==> src/rtl/kbd_matrix_ctl.sv <==
// PS/2 scancode sequencer for the Vector-06C 8x8 key matrix.
// Parses prefixes, drives the scancode converter and maintains the matrix and modifier keys.
module kbd_matrix_ctl #(
    parameter int LOOKUP_LAT = 1
) (
    input  logic       i_clk,
    input  logic       i_reset_n,
    input  logic [7:0] i_ps2_data,
    input  logic       i_ps2_dsr,
    input  logic       i_kbd_flush,
    output logic [7:0] o_lk_scancode,
    input  logic [2:0] i_lk_row,
    input  logic [2:0] i_lk_col,
    input  logic       i_lk_error,
    input  logic [7:0] i_row_sel,
    output logic [7:0] o_keys_out,
    output logic       o_key_ss,
    output logic       o_key_us,
    output logic       o_key_rus,
    output logic       o_key_blksbr,
    output logic       o_busy,
    output logic       o_overflow
);
    localparam logic [1:0] S_IDLE   = 2'd0;
    localparam logic [1:0] S_LOOKUP = 2'd1;
    localparam logic [1:0] S_APPLY  = 2'd2;
    localparam int CW = $clog2(LOOKUP_LAT + 2);

    logic [1:0]      r_state;
    logic [CW-1:0]   r_cnt;
    logic [7:0][7:0] r_matrix;
    logic [7:0]      r_scancode;
    logic [7:0]      r_buf;
    logic            r_buf_vld;
    logic            r_rel, r_ext, r_op_rel;
    logic [2:0]      r_skip;
    logic            r_ss, r_us, r_rus, r_blksbr, r_overflow;

    logic            w_idle, w_have;
    logic [7:0]      w_byte;
    logic [7:0]      w_keys;

    // The buffered byte always goes first so arrival order is preserved.
    assign w_idle = (r_state == S_IDLE);
    assign w_have = w_idle && (r_buf_vld || i_ps2_dsr);
    assign w_byte = r_buf_vld ? r_buf : i_ps2_data;

    always_comb begin
        w_keys = 8'hFF;
        for (int r = 0; r < 8; r++) begin
            for (int c = 0; c < 8; c++) begin
                if (r_matrix[r][c] && !i_row_sel[r]) w_keys[c] = 1'b0;
            end
        end
    end

    always_ff @(posedge i_clk) begin
        if (!i_reset_n || i_kbd_flush) begin
            r_state    <= S_IDLE;
            r_cnt      <= '0;
            r_matrix   <= '0;
            r_buf_vld  <= 1'b0;
            r_rel      <= 1'b0;
            r_ext      <= 1'b0;
            r_skip     <= 3'd0;
            r_ss       <= 1'b0;
            r_us       <= 1'b0;
            r_rus      <= 1'b0;
            r_blksbr   <= 1'b0;
            r_overflow <= 1'b0;
            if (!i_reset_n) begin
                r_scancode <= 8'h00;
                r_buf      <= 8'h00;
                r_op_rel   <= 1'b0;
            end
        end else begin
            r_overflow <= i_ps2_dsr && !w_idle && r_buf_vld;
            if (w_idle) begin
                if (r_buf_vld) begin
                    r_buf_vld <= i_ps2_dsr;
                    if (i_ps2_dsr) r_buf <= i_ps2_data;
                end
            end else if (i_ps2_dsr && !r_buf_vld) begin
                r_buf_vld <= 1'b1;
                r_buf     <= i_ps2_data;
            end

            case (r_state)
                S_IDLE: begin
                    if (w_have) begin
                        if (r_skip != 3'd0) begin
                            r_skip <= r_skip - 3'd1;
                        end else begin
                            case (w_byte)
                                8'hE1: r_skip <= 3'd7;
                                8'hF0: r_rel  <= 1'b1;
                                8'hE0: r_ext  <= 1'b1;
                                8'h00, 8'hAA, 8'hFA, 8'hFE, 8'hFF: begin
                                    r_rel <= 1'b0;
                                    r_ext <= 1'b0;
                                end
                                // With E0 these are synthetic shifts around nav keys.
                                8'h12, 8'h59: begin
                                    if (!r_ext) r_ss <= !r_rel;
                                    r_rel <= 1'b0;
                                    r_ext <= 1'b0;
                                end
                                8'h14: begin
                                    r_us  <= !r_rel;
                                    r_rel <= 1'b0;
                                    r_ext <= 1'b0;
                                end
                                8'h58: begin
                                    r_rus <= !r_rel;
                                    r_rel <= 1'b0;
                                    r_ext <= 1'b0;
                                end
                                8'h07: begin
                                    r_blksbr <= !r_rel;
                                    r_rel    <= 1'b0;
                                    r_ext    <= 1'b0;
                                end
                                default: begin
                                    r_scancode <= w_byte;
                                    r_op_rel   <= r_rel;
                                    r_rel      <= 1'b0;
                                    r_ext      <= 1'b0;
                                    r_cnt      <= '0;
                                    r_state    <= S_LOOKUP;
                                end
                            endcase
                        end
                    end
                end
                S_LOOKUP: begin
                    if (r_cnt == CW'(LOOKUP_LAT)) r_state <= S_APPLY;
                    else                          r_cnt   <= r_cnt + 1'b1;
                end
                S_APPLY: begin
                    if (!i_lk_error) r_matrix[i_lk_row][i_lk_col] <= !r_op_rel;
                    r_state <= S_IDLE;
                end
                default: r_state <= S_IDLE;
            endcase
        end
    end

    assign o_lk_scancode = r_scancode;
    assign o_keys_out    = w_keys;
    assign o_key_ss      = r_ss;
    assign o_key_us      = r_us;
    assign o_key_rus     = r_rus;
    assign o_key_blksbr  = r_blksbr;
    assign o_busy        = !w_idle;
    assign o_overflow    = r_overflow;
endmodule

==> config.mk <==
export PLATFORM = sky130hd
export DESIGN_NAME = kbd_matrix_ctl
export DESIGN_NICKNAME = d
export VERILOG_FILES = /design/src/rtl/kbd_matrix_ctl.sv
export SDC_FILE = /design/constraint.sdc
export NUM_CORES = 1
export LEC_CHECK = 0
export BUFFER_PORTS_ARGS = -buffer_cell sky130_fd_sc_hd__buf_2
export CAP_MARGIN = 20
export CORE_MARGIN = 2
export CORE_UTILIZATION = 30
export CTS_CLUSTER_DIAMETER = 120
export DETAILED_ROUTE_END_ITERATION = 12
export SLEW_MARGIN = 10
export SYNTH_ARGS = -nofsm -noshare
export SYNTH_HDL_FRONTEND = slang
export SYNTH_SLANG_ARGS = --single-unit
==> constraint.sdc <==
create_clock -name i_clk -period 2.2 [get_ports i_clk]
set_input_delay 0.44 -clock i_clk [delete_from_list [all_inputs] [get_ports i_clk]]
set_output_delay 0.44 -clock i_clk [all_outputs]
set_load 0.1 [all_outputs]
After elaboration in Yosys (flattened, before gate mapping)
Cells that the tools add are included.
Storage, ports and cells
  bits in registers: 96
  bits of input ports: 27
  output and inout port bits: 22
Operators by class
  $lt $le $gt $ge: 4
  mux-type cells: 104
  equality and inequality tests: 25
  reductions and logical operators: 110
  add/subtract/negate cells: 2
  bitwise logic cells: 5
Operators with widths (number)
  2-to-1 mux 8 bit: 13
  2-to-1 mux 1 bit: 74
  logical AND 1 bit: 70
  bitwise mux 64 bit: 1
  equality test 8 bit (second input constant): 7
  AND reduction 4 bit: 7
  demux 8 bit (select 3 bit): 1
  equality test 8 x 5 -> 1 bit (second input constant): 2
  equality test 8 x 7 -> 1 bit (second input constant): 2
  2-to-1 mux 2 bit: 8
  AND reduction 5 bit: 3
  logical NOT 1 bit: 13
  OR reduction 13 bit: 1
  != test 2 bit (second input constant): 6
  nonzero test 2 bit: 5
  equality test 8 x 3 -> 1 bit (second input constant): 1
  logical NOT 8 bit: 1
  less-than comparator 3 x 4 -> 1 bit (second input constant): 2
  case mux 2 bit (2 select lines): 2
  greater-or-equal comparator 3 x 1 -> 1 bit (second input constant): 2
  2-to-1 mux 3 bit: 2
  != test 3 x 2 -> 1 bit (second input constant): 2
  nonzero test 3 bit: 2
  OR reduction 2 bit: 3
  other kinds (12): 20

Longest topological paths before layout
Gate-level depths: netlist of the first run.
  depth after elaboration: 10
  depth in mapped cells: 8
  depth with buffers taken out: 7

Least setup slack after synthesis of the first run
OpenSTA, ideal clock, no wires.
  path type: input port to output port
  start: input port i_row_sel[7]
  end: output port o_keys_out[3]
  buffers on the path: 1
  data arrival time: 3.724 ns
  stages on the path: 3
  required time: 1.760 ns
  setup slack: -1.964 ns
  path through: clkbuf_1 -> o22ai_1 -> nor4_1
Between the ends
  cells in the longest elaborated chain, start to end: 3
Ends and longest elaborated chain
  start, declared: RTL line 15  | input logic [7:0] i_row_sel,
  logical NOT 1 bit: RTL line 52  | if (r_matrix[r][c] && !i_row_sel[r]) w_keys[c] = 1'b0;
  logical AND 1 bit: RTL line 52
  2-to-1 mux 1 bit: RTL line 52
  end, declared: RTL line 16  | output logic [7:0] o_keys_out,
No other way between the ends.

Final worst setup path of the first run
  start: register r_buf[6]
  end: register r_scancode[7] (netlist: o_lk_scancode[7]) (enable)
Between the ends
  cells in the longest elaborated chain, start to end: 5
  elaborated cells between the ends (all ways): 17
  classes of those cells: eq/ne (13); mux (1); reduce/logical (3)
Ends and longest elaborated chain
  start, declared: RTL line 33  | logic [7:0] r_buf;
  start signal, assigned: RTL line 81  | if (i_ps2_dsr) r_buf <= i_ps2_data;
  start signal, assigned: RTL line 85  | r_buf <= i_ps2_data;
  2-to-1 mux 8 bit (*): RTL line 46  | assign w_byte = r_buf_vld ? r_buf : i_ps2_data;
  equality test 8 x 5 -> 1 bit (tied with other cells): RTL line 94  | case (w_byte)
  OR reduction 13 bit (no line) (*)
  != test 2 x 1 -> 1 bit (no line) (*)
  AND reduction 5 bit (no line) (*)
  end signal, assigned: RTL line 124  | r_scancode <= w_byte;
  end, declared: RTL line 32  | logic [7:0] r_scancode;
Every way passes the cells marked *; elsewhere a longest branch is shown, timed or not.
A chain may end at the register's enable or synchronous reset.

==> out/qor.csv, run 1 <==
metric,value,unit
outcome,completed,
die height,131,um
first-pass GRT wire length,23000,um
endpoints failing hold,0,
max-cap check violation count,0,
die area,17100,um2
Post-Layout Cell Count,846,
ant diodes,0,
share of cells above drive strength 1,26.2,%
Min-Delay Path Class,in2reg,
gp weighted congestion,0.868,
Post-synth EDFFs,17,
most frequent cells in the layout,"78 x dfxtp_1, 74 x a21oi_1, 73 x inv_1, 68 x a311oi_1, 55 x buf_4",
Yosys warnings,0,
DRT Wirelength,14300,um
Tmin final,2.17,ns
CTS tree,yes,
Crit path arrival time,2.27,ns
Cells after Synth,559,
clk slew on worst S/H paths,0.07,ns
fmax,462,MHz
Critical Path RT,2.30,ns
Fin Clk Skew,0.0114,ns
cell row count,46,
PD cells,609,nW/um2
peak supply drop,0.355,mV
Worst-Skew Late Latency,0.35,ns
nets,655,
DIE WIDTH,131,um
initial antenna violation count,0,
total grt overflow,0,
final count of negative-setup-slack endpoints,0,
CP Launch Type,register,
worst-path fanout max,5,
IO Port Bufs,48,
CTS Buf Count,9,
Setup CP Type,reg2reg,
core area,15800,um2
Initial DRT Pass Iterations,5,
Max Root-Sink Buffers,2,
measured slew at the worst slew-check pin,0.700,ns
DRC Markers,0,
dpl cells,826,
Slew Limit Headroom,53.4,%
Detail Placement HPWL,9590,um
share of synthesized flip-flops with an asynchronous set or reset,0,%
DRT antenna net count,0,
root buffer cell,clkbuf_16,
vias in the first global route,4363,
Boundary Pins,49,
Vias per Instance,5.37,
LEAKAGE,2.11,nW
WL per Instance,16.9,um
pin count of the biggest net entering global routing,65,
Num Clock Sinks,96,
initial core utilization,30.6,%
sequential share of the synthesized area,43.4,%
Total Routing Usage GR,17.2,%
Initial DRC Count,347,
H-tree levels,3,
fin. max-slew vios,0,
Final Cycle Share,98.5,%
Mapped Nets,589,
Post-Syn Area per Cell,8.62,um2
Netlist cell types,55,
Util after Layout,39.9,%
Vias,4543,
crit end category,register,
Area Overhead vs Synth,30.5,%
post-synthesis register bit count,96,
predominant post-synthesis flop cell,dfxtp_1,
Mapped Area,4820,um2
"most common cell after layout, fill and taps aside",dfxtp_1,
## timing repair
item,CTS,global route
buffers inserted,0,3
gates resized for setup,3,13
hold buffers,0,0
cloned,1,0
setup endpoints to repair,9,11
pin swaps,3,7
endpoints found under the hold margin,0,0
## logic make-up (layout without fill, tap and decap cells)
logic type,Yosys count,count (layout),synth area share (%)
compound gates,202,203,28.5
xor+xnor,4,4,0.727
fa+ha+maj,3,3,0.779
buf+inv,125,195,10.3
flops,96,96,43.4
mux,8,8,1.66
simple gates,121,121,14.6
## power breakdown
| part | internal [mW] | switching (mW) |
|---|---|---|
| clock network | 0.841 | 0.706 |
| registers | 1.81 | 0.0146 |
| logic | 0.131 | 0.327 |
## worst paths after layout
path	startpoint	to	cells after the start	slack [ns]
max	r_buf[6]$_SDFFCE_PN0P_	o_lk_scancode[7]$_SDFFCE_PN0P_	5	0.03
min reg2reg	r_skip[0]$_SDFFE_PN0P_	r_skip[0]$_SDFFE_PN0P_	1	0.49
max reg2reg	r_buf[6]$_SDFFCE_PN0P_	o_lk_scancode[7]$_SDFFCE_PN0P_	5	0.03
min	i_ps2_dsr	r_buf_vld$_SDFFE_PN0P_	3	0.41
## flip-flops by register name (all words and copies together), names as in the netlist, 2 cells and up
name,flops
o_lk_scancode,8
r_buf,8
r_cnt,2
r_matrix,64
r_skip,3
r_state,2
## metal layers
metal | vias to the layer above | part of all wire, % | routed length, um | track usage (%)
li1 | 2208 | - | - | -
met1 | 2214 | 49 | 6970 | 24.3
met2 | 104 | 46 | 6560 | 26.8
met3 | 17 | 3.9 | 563 | 2.97
met4 | 0 | 1.4 | 201 | 5.32
met5 | - | 0 | 0 | 0
## critical path: stages (launching register included)
cell and delay (ns):
edfxtp_1 0.39, or4b_2 0.75, a2bb2oi_1 0.27, a22o_4 0.17, nor4_4 0.05, a31o_4 0.28
## cells in the mapped netlist (all sizes together), types with 2 or more instances
cell     instances  area share, %
dfxtp           79             33
a21oi           74            7.7
inv             73            5.7
a311oi          68             12
clkbuf          38            3.0
o22ai           34            4.4
nor2            26            2.0
edfxtp          17             11
nand2           15            1.2
buf             14            1.6
nor3            11            1.5
nor4             9            1.3
mux2i            8            1.7
nor3b            8            1.2
and2             7           0.91
nand2b           7           0.91
nand3            7           0.73
nand3b           6           0.93
nor2b            5           0.65
o21ai            5           0.52
a22o             4           0.75
a31oi            3           0.39
and3             3           0.39
and3b            3           0.55
ha               3           0.78
or2              3           0.39
or3b             3           0.55
xnor2            3           0.55
a2bb2oi          2           0.36
and4             2           0.36
nand4b           2           0.36
o31ai            2           0.31
## metrics by stage
| step | worst slack [ns] | hold slack, ns | TNS (ns) | cell area [um2] | total power [mW] |
|---|---|---|---|---|---|
| after CTS | 0.00241 | 0.397 | 0 | 6210 | 3.86 |
| after floorplan | -0.00441 | 0.448 | -0.0212 | 5140 | 2.16 |
| after detailed placement | -0.0640 | 0.471 | -0.574 | 5900 | 2.31 |
| after global placement | -0.0717 | 0.461 | -0.643 | 5900 | 2.30 |
| after global routing | -0.0110 | 0.428 | -0.0586 | 6290 | 3.98 |
| final | 0.0337 | 0.405 | 0 | 6290 | 3.83 |
## final cells by class
cell class / instances / area [um2]
inverters: 73 / 274
clock buffers: 11 / 254
well taps: 216 / 270
multi-input cells: 339 / 2550
flip-flops and latches: 96 / 2100
clock inverters: 5 / 37.5
fillers: 1572 / 9480
repair buffers: 106 / 811
Note: power is estimated with default switching activity, not from simulation.
==> run 2, diff against run 1 <==
ABC_AREA = 1   (was unset)
==> run 2 against run 1 <==
Clock power grew 6%. Sequential share of layout area grew 1.7 points. Critical path depth grew 1. Clock skew shrank 0.00061 ns. First-iteration DRC count grew 2.3%. Synthesized cell count grew 12%. Flip-flop and latch count is the same. Via count shrank 2.2%. Utilization shrank 1.8 points. Critical endpoint is now o_keys_out[3]. Largest cell class unchanged.
==> out/qor.csv, run 2 <==
metric,value,unit
outcome,completed,
"slowest stage delay, CP",0.31,ns
Mapped Nets,658,
initial antenna violation count,1,
Setup CP Type,in2out,
core area,15700,um2
Boundary Pins,49,
post-synth top area share,33.2,%
Post-CTS Hold Buffers,0,
CP Launch Type,primary input,
Post-Layout Cell Count,908,
DRT antenna net count,0,
setup_tns,0,ns
worst-path fanout max,6,
Vias,4445,
Yosys warnings,0,
most frequent cells in the layout,"116 x nand2_1, 79 x dfxtp_1, 71 x nor2_1, 71 x a21oi_1, 70 x inv_1",
first-pass GRT wire length,21500,um
Worst-Skew Late Latency,0.35,ns
crit-path cells,buf_2 -> inv_1 -> a221oi_2 -> nand4_1 -> a221oi_4 -> buf_12,
Post-Syn Area per Cell,7.59,um2
clk slew on worst S/H paths,0.06,ns
Vias per Instance,4.90,
"most common cell after layout, fill and taps aside",nand2_1,
Tmin final,2.11,ns
share of cells above drive strength 1,21.5,%
Slew Limit Headroom,58.9,%
WL per Instance,14.9,um
endpoints failing hold,0,
"CP delay by family, top",compound AO/OA/AOI/OAI gates,
Netlist cell types,39,
crit end category,primary output,
Reg with most FFs,r_matrix,
cell row count,46,
Post-synth EDFFs,17,
Min-Delay Path Class,in2reg,
gp weighted congestion,0.870,
Fin Clk Skew,0.0108,ns
H-tree levels,3,
DRT Wirelength,13500,um
leading area contributor after synthesis,dfxtp_1,
pin count of the biggest net entering global routing,39,
Final Cycle Share,96.1,%
share of synthesized flip-flops with an asynchronous set or reset,0,%
final count of negative-setup-slack endpoints,0,
fin. max-slew vios,0,
sequential share of the synthesized area,43.9,%
CTS tree,yes,
DIE WIDTH,130,um
post-synthesis register bit count,96,
fmax,473,MHz
Crit path arrival time,1.67,ns
peak supply drop,0.358,mV
Cells after Synth,628,
die area,16900,um2
initial core utilization,30.3,%
dpl cells,893,
Detail Placement HPWL,9850,um
Worst path slowest cell,a221oi_4,
vias in the first global route,4029,
Total Routing Usage GR,16.4,%
die height,130,um
PD cells,658,nW/um2
CTS Buf Count,9,
nets,719,
IO Port Bufs,48,
ant diodes,0,
Mapped Area,4770,um2
Critical Path RT,1.76,ns
LEAKAGE,2.35,nW
Area Overhead vs Synth,25.4,%
max-cap check violation count,0,
ranking of synthesized cells by area,"dfxtp_1 33%, edfxtp_1 11%, nand2_1 9.2%, a21oi_1 7.7%, a311oi_1 6.6%",
Largest register FFs,64,
buffers plus inverters on the worst setup path,3,
measured slew at the worst slew-check pin,0.616,ns
Synth top cells by count,"117 x nand2_1, 79 x dfxtp_1, 75 x nor2_1, 73 x a21oi_1, 73 x inv_1",
predominant post-synthesis flop cell,dfxtp_1,
Num Clock Sinks,96,
root buffer cell,clkbuf_16,
Initial DRT Pass Iterations,5,
total grt overflow,0,
Initial DRC Count,355,
Max Root-Sink Buffers,2,
most common cell in the netlist,nand2_1,
DRC Markers,0,
-- run 2: cell count changes in the layout (fill, tap and decap cells not counted), moves of 7 or more --
cell	delta
mux2i_1	-8
o21ai_0	+31
nor2_2	+11
buf_4	-27
nor2_1	+45
and2_1	-7
a311oi_1	-32
nor4_4	-9
nand2_1	+101
nand2_2	+18
o22ai_1	-17
nand4_1	+7
o22ai_2	-14
-- run 2: through the flow --
step / cell area [um2] / hold slack [ns] / worst slack [ns] / total power, mW / util (%)
after floorplan: 4940 / 0.429 / -0.155 / 2.18 / -
after global placement: 5640 / 0.439 / 0.0162 / 2.32 / 35.9
after detailed placement: 5640 / 0.439 / 0.0174 / 2.32 / 35.9
after CTS: 5940 / 0.401 / 0.00965 / 3.94 / 37.8
after global routing: 5980 / 0.436 / -0.0176 / 4.06 / 38.0
final: 5980 / 0.403 / 0.0863 / 3.93 / 38.0
-- run 2: final cells by class --
class | instances | area, um2
clock buffers | 12 | 268
clock inverters | 2 | 36.3
fillers | 1616 | 9730
inverters | 78 | 308
multi-input cells | 427 | 2410
flip-flops and latches | 96 | 2090
well taps | 216 | 270
repair buffers | 77 | 591
-- run 2: where the power goes --
part           internal, mW  switching [mW]  leakage (nW)  total, mW
sequential             1.82          0.0173         0.815       1.84
clock                 0.970           0.665         0.150       1.64
combinational         0.115           0.345          1.39      0.461
-- run 2: cell families (layout without fill, tap and decap cells) --
family / Yosys count / count (layout) / synth area share (%)
buffers and inverters: 105 / 169 / 9.31
flip-flops: 96 / 96 / 43.9
AND/OR/NAND/NOR: 255 / 255 / 24.0
XOR/XNOR: 1 / 1 / 0.184
adder cells (fa/ha/maj): 3 / 3 / 0.787
AO/OA/AOI/OAI: 168 / 168 / 21.9
-- run 2: tightest hold or removal path, cell delays in order --
cell and delay (ns):
buf_2 0.13, nand2_1 0.08, nor3_1 0.05
-- run 2: worst paths after layout --
check / slack (ns) / depth (start not counted) / start / to
hold reg to reg: 0.45 / 2 / o_key_blksbr$_SDFFE_PN0P_ / o_key_blksbr$_SDFFE_PN0P_
setup reg to reg: 0.12 / 11 / r_buf_vld$_SDFFE_PN0P_ / r_op_rel$_SDFFCE_PN0P_
hold / removal: 0.40 / 3 / i_ps2_dsr / o_overflow$_SDFF_PN0_
setup / recovery: 0.09 / 6 / i_row_sel[1] / o_keys_out[3]
-- run 2: per-layer routing --
metal | vias up | routed length, um | track usage [%]
li1 | 2257 | - | -
met1 | 2058 | 6670 | 23.9
met2 | 113 | 5900 | 24.4
met3 | 17 | 658 | 3.16
met4 | 0 | 270 | 5.38
met5 | - | 0 | 0
-- run 2: timing repair --
| action | in CTS | in global routing |
|---|---|---|
| resized for setup | 0 | 4 |
| endpoints found under the setup margin | 0 | 12 |
| setup buffers | 0 | 1 |
